File: src/rtl/mult_pkg.sv
// rtl/mult_pkg.sv - shared types and constants for the sequential signed multiplier.
package mult_pkg;

   typedef enum logic [1:0] {
      IDLE = 2'd0,
      CALC = 2'd1,
      FIX  = 2'd2,
      DONE = 2'd3
   } state_t;

   localparam int ERR_OVF  = 1;
   localparam int ERR_RSVD = 0;

   function automatic int cnt_width(input int width);
      return (width <= 2) ? 1 : $clog2(width);
   endfunction

endpackage

File: src/rtl/seq_multiply_if.sv
// rtl/seq_multiply_if.sv - operand/result handshake bundle for seq_multiply.
interface seq_multiply_if #(
   parameter int WIDTH     = 16,
   parameter int OUT_WIDTH = 32
);
   logic                 in_valid;
   logic                 in_ready;
   logic [WIDTH-1:0]     multiplicand;
   logic [WIDTH-1:0]     multiplier;
   logic                 out_valid;
   logic                 out_ready;
   logic [OUT_WIDTH-1:0] product;
   logic [1:0]           error;

   modport master (
      output in_valid, multiplicand, multiplier, out_ready,
      input  in_ready, out_valid, product, error
   );

   modport slave (
      input  in_valid, multiplicand, multiplier, out_ready,
      output in_ready, out_valid, product, error
   );
endinterface

File: src/rtl/seq_multiply_signed_abs.sv
// rtl/seq_multiply_signed_abs.sv - two's-complement to sign + unsigned magnitude.
module signed_abs #(
   parameter int WIDTH = 16
) (
   input  logic [WIDTH-1:0] value,
   output logic [WIDTH-1:0] mag,
   output logic             neg
);
   // The most negative value maps onto itself, which read unsigned is exactly 2^(WIDTH-1).
   assign neg = value[WIDTH-1];
   assign mag = neg ? (~value + 1'b1) : value;
endmodule

File: src/rtl/seq_multiply.sv
// rtl/seq_multiply.sv - radix-2 shift-add signed multiplier, one multiplier bit per clock.
module seq_multiply
   import mult_pkg::*;
#(
   parameter int WIDTH     = 16,
   parameter int OUT_WIDTH = 32
) (
   input  logic          clk,
   input  logic          rst_n,
   seq_multiply_if.slave bus
);
   localparam int CW = cnt_width(WIDTH);
   localparam int AW = 2 * WIDTH;

   state_t               state_q, state_d;
   logic [CW-1:0]        cnt_q, cnt_d;
   logic [AW-1:0]        acc_q, acc_d;
   logic [WIDTH-1:0]     mag_a_q, mag_a_d;
   logic [WIDTH-1:0]     mag_b_q, mag_b_d;
   logic                 sign_q, sign_d;
   logic [OUT_WIDTH-1:0] product_q, product_d;
   logic                 ovf_q, ovf_d;

   logic [WIDTH-1:0]     mag_a, mag_b;
   logic                 neg_a, neg_b;
   logic [AW-1:0]        full;
   logic [OUT_WIDTH-1:0] prod_fix;
   logic                 ovf_fix;

   signed_abs #(.WIDTH(WIDTH)) u_abs_a (.value(bus.multiplicand), .mag(mag_a), .neg(neg_a));
   signed_abs #(.WIDTH(WIDTH)) u_abs_b (.value(bus.multiplier),   .mag(mag_b), .neg(neg_b));

   assign full = sign_q ? (~acc_q + 1'b1) : acc_q;

   generate
      if (OUT_WIDTH >= AW) begin : g_wide
         assign prod_fix = OUT_WIDTH'($signed(full));
         assign ovf_fix  = 1'b0;
      end else begin : g_narrow
         // Representable only if every bit from the kept sign bit upward matches.
         logic [AW-OUT_WIDTH:0] top_bits;
         assign top_bits = full[AW-1:OUT_WIDTH-1];
         assign prod_fix = full[OUT_WIDTH-1:0];
         assign ovf_fix  = !((&top_bits) || !(|top_bits));
      end
   endgenerate

   always_comb begin
      state_d   = state_q;
      cnt_d     = cnt_q;
      acc_d     = acc_q;
      mag_a_d   = mag_a_q;
      mag_b_d   = mag_b_q;
      sign_d    = sign_q;
      product_d = product_q;
      ovf_d     = ovf_q;
      case (state_q)
         IDLE: begin
            if (bus.in_valid) begin
               mag_a_d = mag_a;
               mag_b_d = mag_b;
               sign_d  = neg_a ^ neg_b;
               acc_d   = '0;
               cnt_d   = '0;
               state_d = CALC;
            end
         end
         CALC: begin
            if (mag_b_q[cnt_q]) begin
               acc_d = acc_q + (AW'(mag_a_q) << cnt_q);
            end
            cnt_d = cnt_q + 1'b1;
            if (cnt_q == CW'(WIDTH - 1)) begin
               state_d = FIX;
            end
         end
         FIX: begin
            product_d = prod_fix;
            ovf_d     = ovf_fix;
            state_d   = DONE;
         end
         DONE: begin
            if (bus.out_ready) begin
               state_d = IDLE;
            end
         end
         default: state_d = IDLE;
      endcase
   end

   always_ff @(posedge clk or negedge rst_n) begin
      if (!rst_n) begin
         state_q   <= IDLE;
         cnt_q     <= '0;
         acc_q     <= '0;
         mag_a_q   <= '0;
         mag_b_q   <= '0;
         sign_q    <= 1'b0;
         product_q <= '0;
         ovf_q     <= 1'b0;
      end else begin
         state_q   <= state_d;
         cnt_q     <= cnt_d;
         acc_q     <= acc_d;
         mag_a_q   <= mag_a_d;
         mag_b_q   <= mag_b_d;
         sign_q    <= sign_d;
         product_q <= product_d;
         ovf_q     <= ovf_d;
      end
   end

   always_comb begin
      bus.error           = '0;
      bus.error[ERR_OVF]  = ovf_q;
      bus.error[ERR_RSVD] = 1'b0;
   end

   assign bus.in_ready  = (state_q == IDLE);
   assign bus.out_valid = (state_q == DONE);
   assign bus.product   = product_q;
endmodule

File: src/flat_wrapper.sv
// flat-port wrapper written by rule: the top's interface ports become plain ports
module seq_multiply_flat import mult_pkg::*;
#(
   parameter int WIDTH     = 16,
   parameter int OUT_WIDTH = 32
)
  (clk, rst_n, bus_in_valid, bus_multiplicand, bus_multiplier, bus_out_ready, bus_in_ready, bus_out_valid, bus_product, bus_error);
  seq_multiply_if #(.WIDTH(WIDTH), .OUT_WIDTH(OUT_WIDTH)) bus_i ();
  input  logic clk;
  input  logic rst_n;
  input wire logic [$bits(bus_i.in_valid)-1:0] bus_in_valid;
  input wire logic [$bits(bus_i.multiplicand)-1:0] bus_multiplicand;
  input wire logic [$bits(bus_i.multiplier)-1:0] bus_multiplier;
  input wire logic [$bits(bus_i.out_ready)-1:0] bus_out_ready;
  output wire logic [$bits(bus_i.in_ready)-1:0] bus_in_ready;
  output wire logic [$bits(bus_i.out_valid)-1:0] bus_out_valid;
  output wire logic [$bits(bus_i.product)-1:0] bus_product;
  output wire logic [$bits(bus_i.error)-1:0] bus_error;
  assign bus_i.in_valid = bus_in_valid;
  assign bus_i.multiplicand = bus_multiplicand;
  assign bus_i.multiplier = bus_multiplier;
  assign bus_i.out_ready = bus_out_ready;
  assign bus_in_ready = bus_i.in_ready;
  assign bus_out_valid = bus_i.out_valid;
  assign bus_product = bus_i.product;
  assign bus_error = bus_i.error;
  seq_multiply #(.WIDTH(WIDTH), .OUT_WIDTH(OUT_WIDTH)) u_core (.clk(clk), .rst_n(rst_n), .bus(bus_i));
endmodule
File: config.mk
export PLATFORM = sky130hd
export DESIGN_NAME = seq_multiply_flat
export DESIGN_NICKNAME = d
export VERILOG_FILES = /design/src/rtl/mult_pkg.sv /design/src/rtl/seq_multiply_if.sv /design/src/rtl/seq_multiply_signed_abs.sv /design/src/rtl/seq_multiply.sv /design/src/flat_wrapper.sv
export SDC_FILE = /design/constraint.sdc
export NUM_CORES = 1
export LEC_CHECK = 0
export CAP_MARGIN = 15
export CORE_MARGIN = 10
export CORE_UTILIZATION = 40
export CTS_CLUSTER_DIAMETER = 120
export DETAILED_ROUTE_END_ITERATION = 10
export GPL_TIMING_DRIVEN = 0
export HOLD_SLACK_MARGIN = 0.1
export SETUP_SLACK_MARGIN = 0.05
export SYNTH_ARGS = -nofsm -noshare
export SYNTH_HDL_FRONTEND = slang
export SYNTH_SLANG_ARGS = --single-unit
File: constraint.sdc
create_clock -name clk -period 4.9 [get_ports clk]
set_input_delay 1.47 -clock clk [delete_from_list [all_inputs] [get_ports clk]]
set_output_delay 1.47 -clock clk [all_outputs]
set_load 0.1 [all_outputs]
==> results.md, run 1 <==
* Die extent in x at around 160 um
* Setup_tns at 0 ps
* Hold Vio Cnt, Final at 0
* Critical Path RT at 5200 ps
* Final setup vio count at 0
* Most common cell in the netlist: nand2_1
* Row count at 50
* Clk buf depth at 2
* Fin nets at 1066
* Total number of H-tree levels at 3
* Max-cap violation count at 0
* ANT nets after route at 0
* # diodes at 0
* Final Wtd Congestion at ~0.94
* Cts bufs inserted at 9
* Max VDD drop at about 0.23 mV
* Status: complete, no violations
* Post-synth top cells: 127 x nand2_1, 103 x dfrtp_1, 85 x o21ai_0
* Post-synth top flop: dfrtp_1
* Hold Path Sink: u_core.mag_b_q[12]$_DFFE_PN0P_
* Clk_lat worst skew at 360 ps
* Synth area leader: dfrtp_1
* Clock share of power at 0.113
* Part of the power in combinational logic at 0.665
* Worst path cell trace: clkbuf_2 > clkbuf_2 > mux2i_1 > nor2_1 > a31oi_1 > nand2_1 > o21ai_0 > a21oi_1 > ha_1 > clkbuf_1 > nand2_1 > or3_1 > nor2_1 > o21ai_0 > a211oi_1 > mux2_2 > nand2_1
* CP Class: reg2reg
* Initial antenna violation count at 0
* Final Critical Period at around 4400 ps
* Port bufs at between 60 and 70
* Final core occ at 0.481
* Layout Skew at between 9 and 10 ps
* Worst Path Max Fanout at 10
* Starting DRT DRC Count at roughly 320
* DRT Pass-1 Iters at 6
* Pin count of the biggest net entering global routing at 60
* Total gr overflow at 0
* Post-route cell area at approximately 9100 um2
* Root buf cell: clkbuf_16
* EDFF count, synth at 0
* Crit path DAT at 4690 ps
* Worst path max stage delay at about 450 ps
* HP Class: reg2reg
* Initial Util at 0.410
* Tcrit/Tclk final at 0.897
* Syn Area/Cell at 8.49 um2
* Synth top area cells: dfrtp_1 33%, xor2_1 7.3%, ha_1 6.3%
* Startpoint types: flip-flop
* Seq pwr share at 0.222
* Flop-to-flop setup slack at just over 500 ps
* CORE AREA at between 15000 and 20000 um2
* Synthesized area at between 7000 and 8000 um2
* Mapped Cells at just over 900
* WHS Path Cells at 2
* Routed wire per std cell at 15.9 um
* DRT Wirelength at roughly 20000 um
* Hold buffers post-CTS at 0
* Power Density at about 720 nW/um2
* All-Layer GR Usage at 0.158
* P_int at ~3000 uW
* YS warnings at 0
* Via density at ~5.3
* Leakage Power at 0.00394 uW
* Crit path max-delay cell type: dfrtp_1
* Hpwl dp at 16000 um
* Max Clock Freq at about 0.23 GHz
* Clk sinks at 103
* P_sw at around 3600 uW
* CP endpoint kind: flip-flop
* First-pass GRT wire length at between 30000 and 40000 um
* Clock-pin slew on the worst setup and hold paths at approximately 70 ps
* Worst-Margin Slew at about 990 ps
* Via count at 6670
* Rel. slew slack at 0.341
* Layout cells sized above 1 at 0.0533
* R2r worst-path depth at 17
* RSZ-0062 raised after global routing: no
* Die area at 25200 um2
* Slew Limit Fails at 0
* Switching Fraction at 0.542
* #FFs+latches synth at approximately 100
* Placed inst area at between 8000 and 9000 um2
* Vias in the first global route at approximately 6600
* Crit Reg-Reg Startpoint: u_core.cnt_q[1]$_DFFE_PN0P_
* Most used cell, CP: nand2_1
* Number of top-level pins at 72
* Post-synth cell types at between 60 and 70
* Register area share after synthesis at 0.334
* CTS tree: done
* Residual DRC at 0
* Reg2reg end: u_core.acc_q[25]$_DFFE_PN0P_
* Hold wc startpoint: u_core.mag_b_q[12]$_DFFE_PN0P_
* Async set-or-reset flop fraction in the synthesized netlist at 1.00
* Area grow syn2layout at 17.5%
* Share of the synthesized area in the top cell type at 0.334
* Die height at about 160 um
cells by family after synthesis:
logic type	count (synthesis)	share of synthesized area
other	1	0.000486
adder cells (fa/ha/maj)	40	0.0659
AO/OA/AOI/OAI	278	0.230
multiplexers	41	0.0696
buffers and inverters	74	0.0371
XOR/XNOR	83	0.0943
AND/OR/NAND/NOR	288	0.169
flip-flops	103	0.334
power groups by stage:
stage               Clock (uW)  Sequential (uW)  Combinational [uW]
floorplan                    0             2370                2420
global placement             0             1470                4360
detailed placement           0             1480                4380
CTS                        759             1460                4390
global route               796             1510                4810
finish                     740             1460                4370
state kept, by name (all words and copies together) (netlist names):
register / cells
u_core.sign_q: 1
u_core.acc_q: 32
u_core.mag_a_q: 16
u_core.state_q: 2
u_core.mag_b_q: 16
u_core.bus.product: 32
u_core.cnt_q: 4
worst max path at each step:
stage / from / endpoint
after CTS: u_core.cnt_q[1]$_DFFE_PN0P_ / u_core.acc_q[24]$_DFFE_PN0P_
after global placement: rst_n / u_core.acc_q[29]$_DFFE_PN0P_
final: u_core.cnt_q[1]$_DFFE_PN0P_ / u_core.acc_q[25]$_DFFE_PN0P_
after floorplan: u_core.cnt_q[1]$_DFFE_PN0P_ / u_core.acc_q[24]$_DFFE_PN0P_
after detailed placement: u_core.cnt_q[1]$_DFFE_PN0P_ / u_core.acc_q[24]$_DFFE_PN0P_
after global routing: u_core.cnt_q[0]$_DFFE_PN0P_ / u_core.acc_q[24]$_DFFE_PN0P_
worst max-delay path, delay by kind of cell, from the launching register on:
family | cells | cell delay [ps]
compound gates | 5 | 1160
fa+ha+maj | 1 | 300
buf+inv | 3 | 960
flops | 1 | 450
mux | 2 | 660
simple gates | 6 | 820
metrics by stage:
stage,total power [uW],hold WS (ps),std cells,setup slack [ps]
2_1_floorplan,4800,443,909,967
3_3_place_gp,5820,460,1238,-1560
3_5_place_dp,5860,471,1239,196
4_1_cts,6610,488,1255,179
5_1_grt,7120,517,1255,137
6_report,6570,482,1255,505
metal layers:
layer | up-vias | track usage | wire length, um
met5 | - | 0 | 0
met4 | 0 | 0.0493 | 382
met3 | 24 | 0.0294 | 841
met2 | 142 | 0.252 | 8980
li1 | 3445 | - | -
met1 | 3059 | 0.212 | 9730
area by class of cell:
cell class	count	area [um2]
Buffer	52	208
Clock buffer	11	243
Clock inverter	5	56.3
Fill cell	1920	9770
Inverter	22	82.6
Multi-Input combinational cell	732	4850
Sequential cell	103	2580
Tap cell	260	325
Timing Repair Buffer	70	716
timing repair:
| action | in CTS | in global routing |
|---|---|---|
| setup buffers | 0 | 0 |
| resized for setup | 0 | 4 |
| endpoints found under the setup margin | 0 | 9 |
placed cells by master, fill, tap and decap left out, types with 11 or more instances in the layout:
master,count
mux2_2,11
mux2i_1,21
clkbuf_1,43
dfrtp_1,103
o31ai_1,21
a21o_1,11
xor2_1,64
nor2_1,75
nand2_1,127
o21ai_0,85
inv_1,21
ha_1,39
clkdlybuf4s50_1,68
xnor2_1,19
a22o_1,21
a21oi_1,72
nand3_1,13
Power figures use the tool's default switching activity.
==> run 2, diff against run 1 <==
Settings changed: DONT_BUFFER_PORTS set to 1.
==> run 2 against run 1 <==
Utilization fell by 3.9 points. Cell count fell by 5.7%. Via count fell by 2.7%. Critical path type unchanged. Largest power group unchanged.
==> results.md, run 2 (synthesis results as in run 1) <==
* Cts bufs inserted at 9
* Layout cells sized above 1 at 0.0563
* Clk buf depth at 2
* Initial Util at 0.410
* CORE AREA at about 19000 um2
* DRT Pass-1 Iters at 5
* Rel. slew slack at 0.273
* Die height at approximately 160 um
* Status: complete, no violations
* Routed wire per std cell at roughly 17 um
* Clk_lat worst skew at ~370 ps
* Leakage Power at about 0.0036 uW
* Commonest non-fill, non-tap cell in the layout: nand2_1
* Tcrit/Tclk final at 0.896
* Row count at 50
* Worst path max stage delay at around 450 ps
* Hold Vio Cnt, Final at 0
* Delay-heaviest family, CP: compound AO/OA/AOI/OAI gates
* CP Class: reg2reg
* Starting DRT DRC Count at ~420
* Via density at 5.48
* Initial antenna violation count at 0
* Total number of H-tree levels at 3
* CP endpoint kind: flip-flop
* Clk sinks at just over 100
* CTS resizes at 0
* Root buf cell: clkbuf_16
* Vias in the first global route at 6279
* Critical Path RT at around 5000 ps
* All-Layer GR Usage at 0.156
* Final Wtd Congestion at around 0.9
* Startpoint types: flip-flop
* Final setup vio count at 0
* Die area at about 25000 um2
* Port bufs at 0
* Fill cells at approximately 1900
* Buf+Inv Stages, Crit Path at 4
* Worst path cell trace: buf_2 > clkbuf_1 > clkbuf_2 > nand2_1 > o21ai_0 > o21ai_0 > ha_1 > clkbuf_1 > and2_1 > a221o_1 > nor3b_1 > a31oi_1 > a21oi_1 > or3_1 > a32o_1
* Hpwl dp at around 16000 um
* ANT nets after route at 0
* Crit path max-delay cell type: dfrtp_1
* Worst Path Max Fanout at 10
* CTS tree: done
* Max-cap violation count at 0
* Fin nets at roughly 1000
* Final Critical Period at 4390 ps
* RSZ-0062 raised after global routing: no
* Total gr overflow at 0
* Placed inst area at about 8000 um2
* Setup_tns at 0 ps
* Residual DRC at 0
* Via count at between 6000 and 7000
* Hold buffers post-CTS at 0
* # diodes at 0
* HP Class: reg2reg
* Power Density at around 750 nW/um2
* Die extent in x at approximately 160 um
* Number of top-level pins at 72
* Most frequent cells in the layout: 127 x nand2_1, 103 x dfrtp_1, 85 x o21ai_0
* First-pass GRT wire length at 33200 um
* Setup bufs post-CTS at 0
* Worst-Margin Slew at between 1000 and 1500 ps
* Clock-pin slew on the worst setup and hold paths at 80 ps
* Post-route cell area at roughly 8300 um2
* Max Clock Freq at between 0.2 and 0.25 GHz
* Crit path DAT at ~4600 ps
* Slew Limit Fails at 0
* Max VDD drop at ~0.27 mV
* DRT Wirelength at about 20000 um
* Layout Skew at ~11 ps
* Area grow syn2layout at 8.00%
* Pin count of the biggest net entering global routing at between 100 and 150
==> run 2: layer usage <==
layer / global-route usage / vias up / part of all wire
met2: 0.242 / 136 / 0.44
met1: 0.212 / 3044 / 0.49
met4: 0.0442 / 0 / 0.016
met3: 0.0349 / 18 / 0.049
met5: 0 / - / 0
li1: - / 3289 / -
==> run 2: final cells by class <==
| class | count | area (um2) | area share |
|---|---|---|---|
| clock inverter | 7 | 56.3 | 0.00676 |
| inverter | 22 | 82.6 | 0.00991 |
| clock buffer | 9 | 225 | 0.0270 |
| tap | 260 | 325 | 0.0391 |
| multi-input combinational | 732 | 4860 | 0.583 |
| buffer | 51 | 203 | 0.0243 |
| sequential | 103 | 2580 | 0.309 |
==> run 2: worst paths after layout <==
check                                                    from                           endpoint  slack, ps  depth (start not counted)
worst max-delay path              u_core.cnt_q[0]$_DFFE_PN0P_       u_core.acc_q[24]$_DFFE_PN0P_        510                         15
worst min register to register  u_core.mag_b_q[2]$_DFFE_PN0P_      u_core.mag_b_q[2]$_DFFE_PN0P_        480                          2
worst max register to register    u_core.cnt_q[0]$_DFFE_PN0P_       u_core.acc_q[24]$_DFFE_PN0P_        510                         15
min in group asynchronous                               rst_n  u_core.bus.product[7]$_DFFE_PN0P_        800                          0
max in group asynchronous                               rst_n      u_core.mag_a_q[9]$_DFFE_PN0P_       3970                          0
worst min-delay path            u_core.mag_b_q[2]$_DFFE_PN0P_      u_core.mag_b_q[2]$_DFFE_PN0P_        480                          2
==> run 2: tightest hold or removal path: cells and delay by family, from the launching register on <==
family          cells  cell delay, ps
simple gates        1              50
compound gates      1              60
flops               1             340
==> run 2: power breakdown <==
part | switching [uW] | leakage [uW] | internal, uW
clock network | 344 | 0.000142 | 351
logic | 1900 | 0.00219 | 1170
registers | 1310 | 0.00131 | 1160
==> run 2: metrics by stage <==
| stage | hold slack [ps] | utilization | instances | setup WS [ps] | total power [uW] |
|---|---|---|---|---|---|
| after floorplan | 443 | - | 909 | 967 | 4800 |
| after global placement | 462 | 0.427 | 1169 | 181 | 5510 |
| after detailed placement | 468 | 0.427 | 1169 | 200 | 5540 |
| after CTS | 486 | 0.442 | 1185 | 168 | 6250 |
| after global routing | 509 | 0.442 | 1184 | 145 | 6720 |
| final | 477 | 0.442 | 1184 | 511 | 6230 |
==> run 3, diff against run 2 <==
Settings changed: ABC_CLOCK_PERIOD_IN_PS set to 4900.
==> results of run 3 <==
Final layout, timing and power as in run 2 (identical DEF).
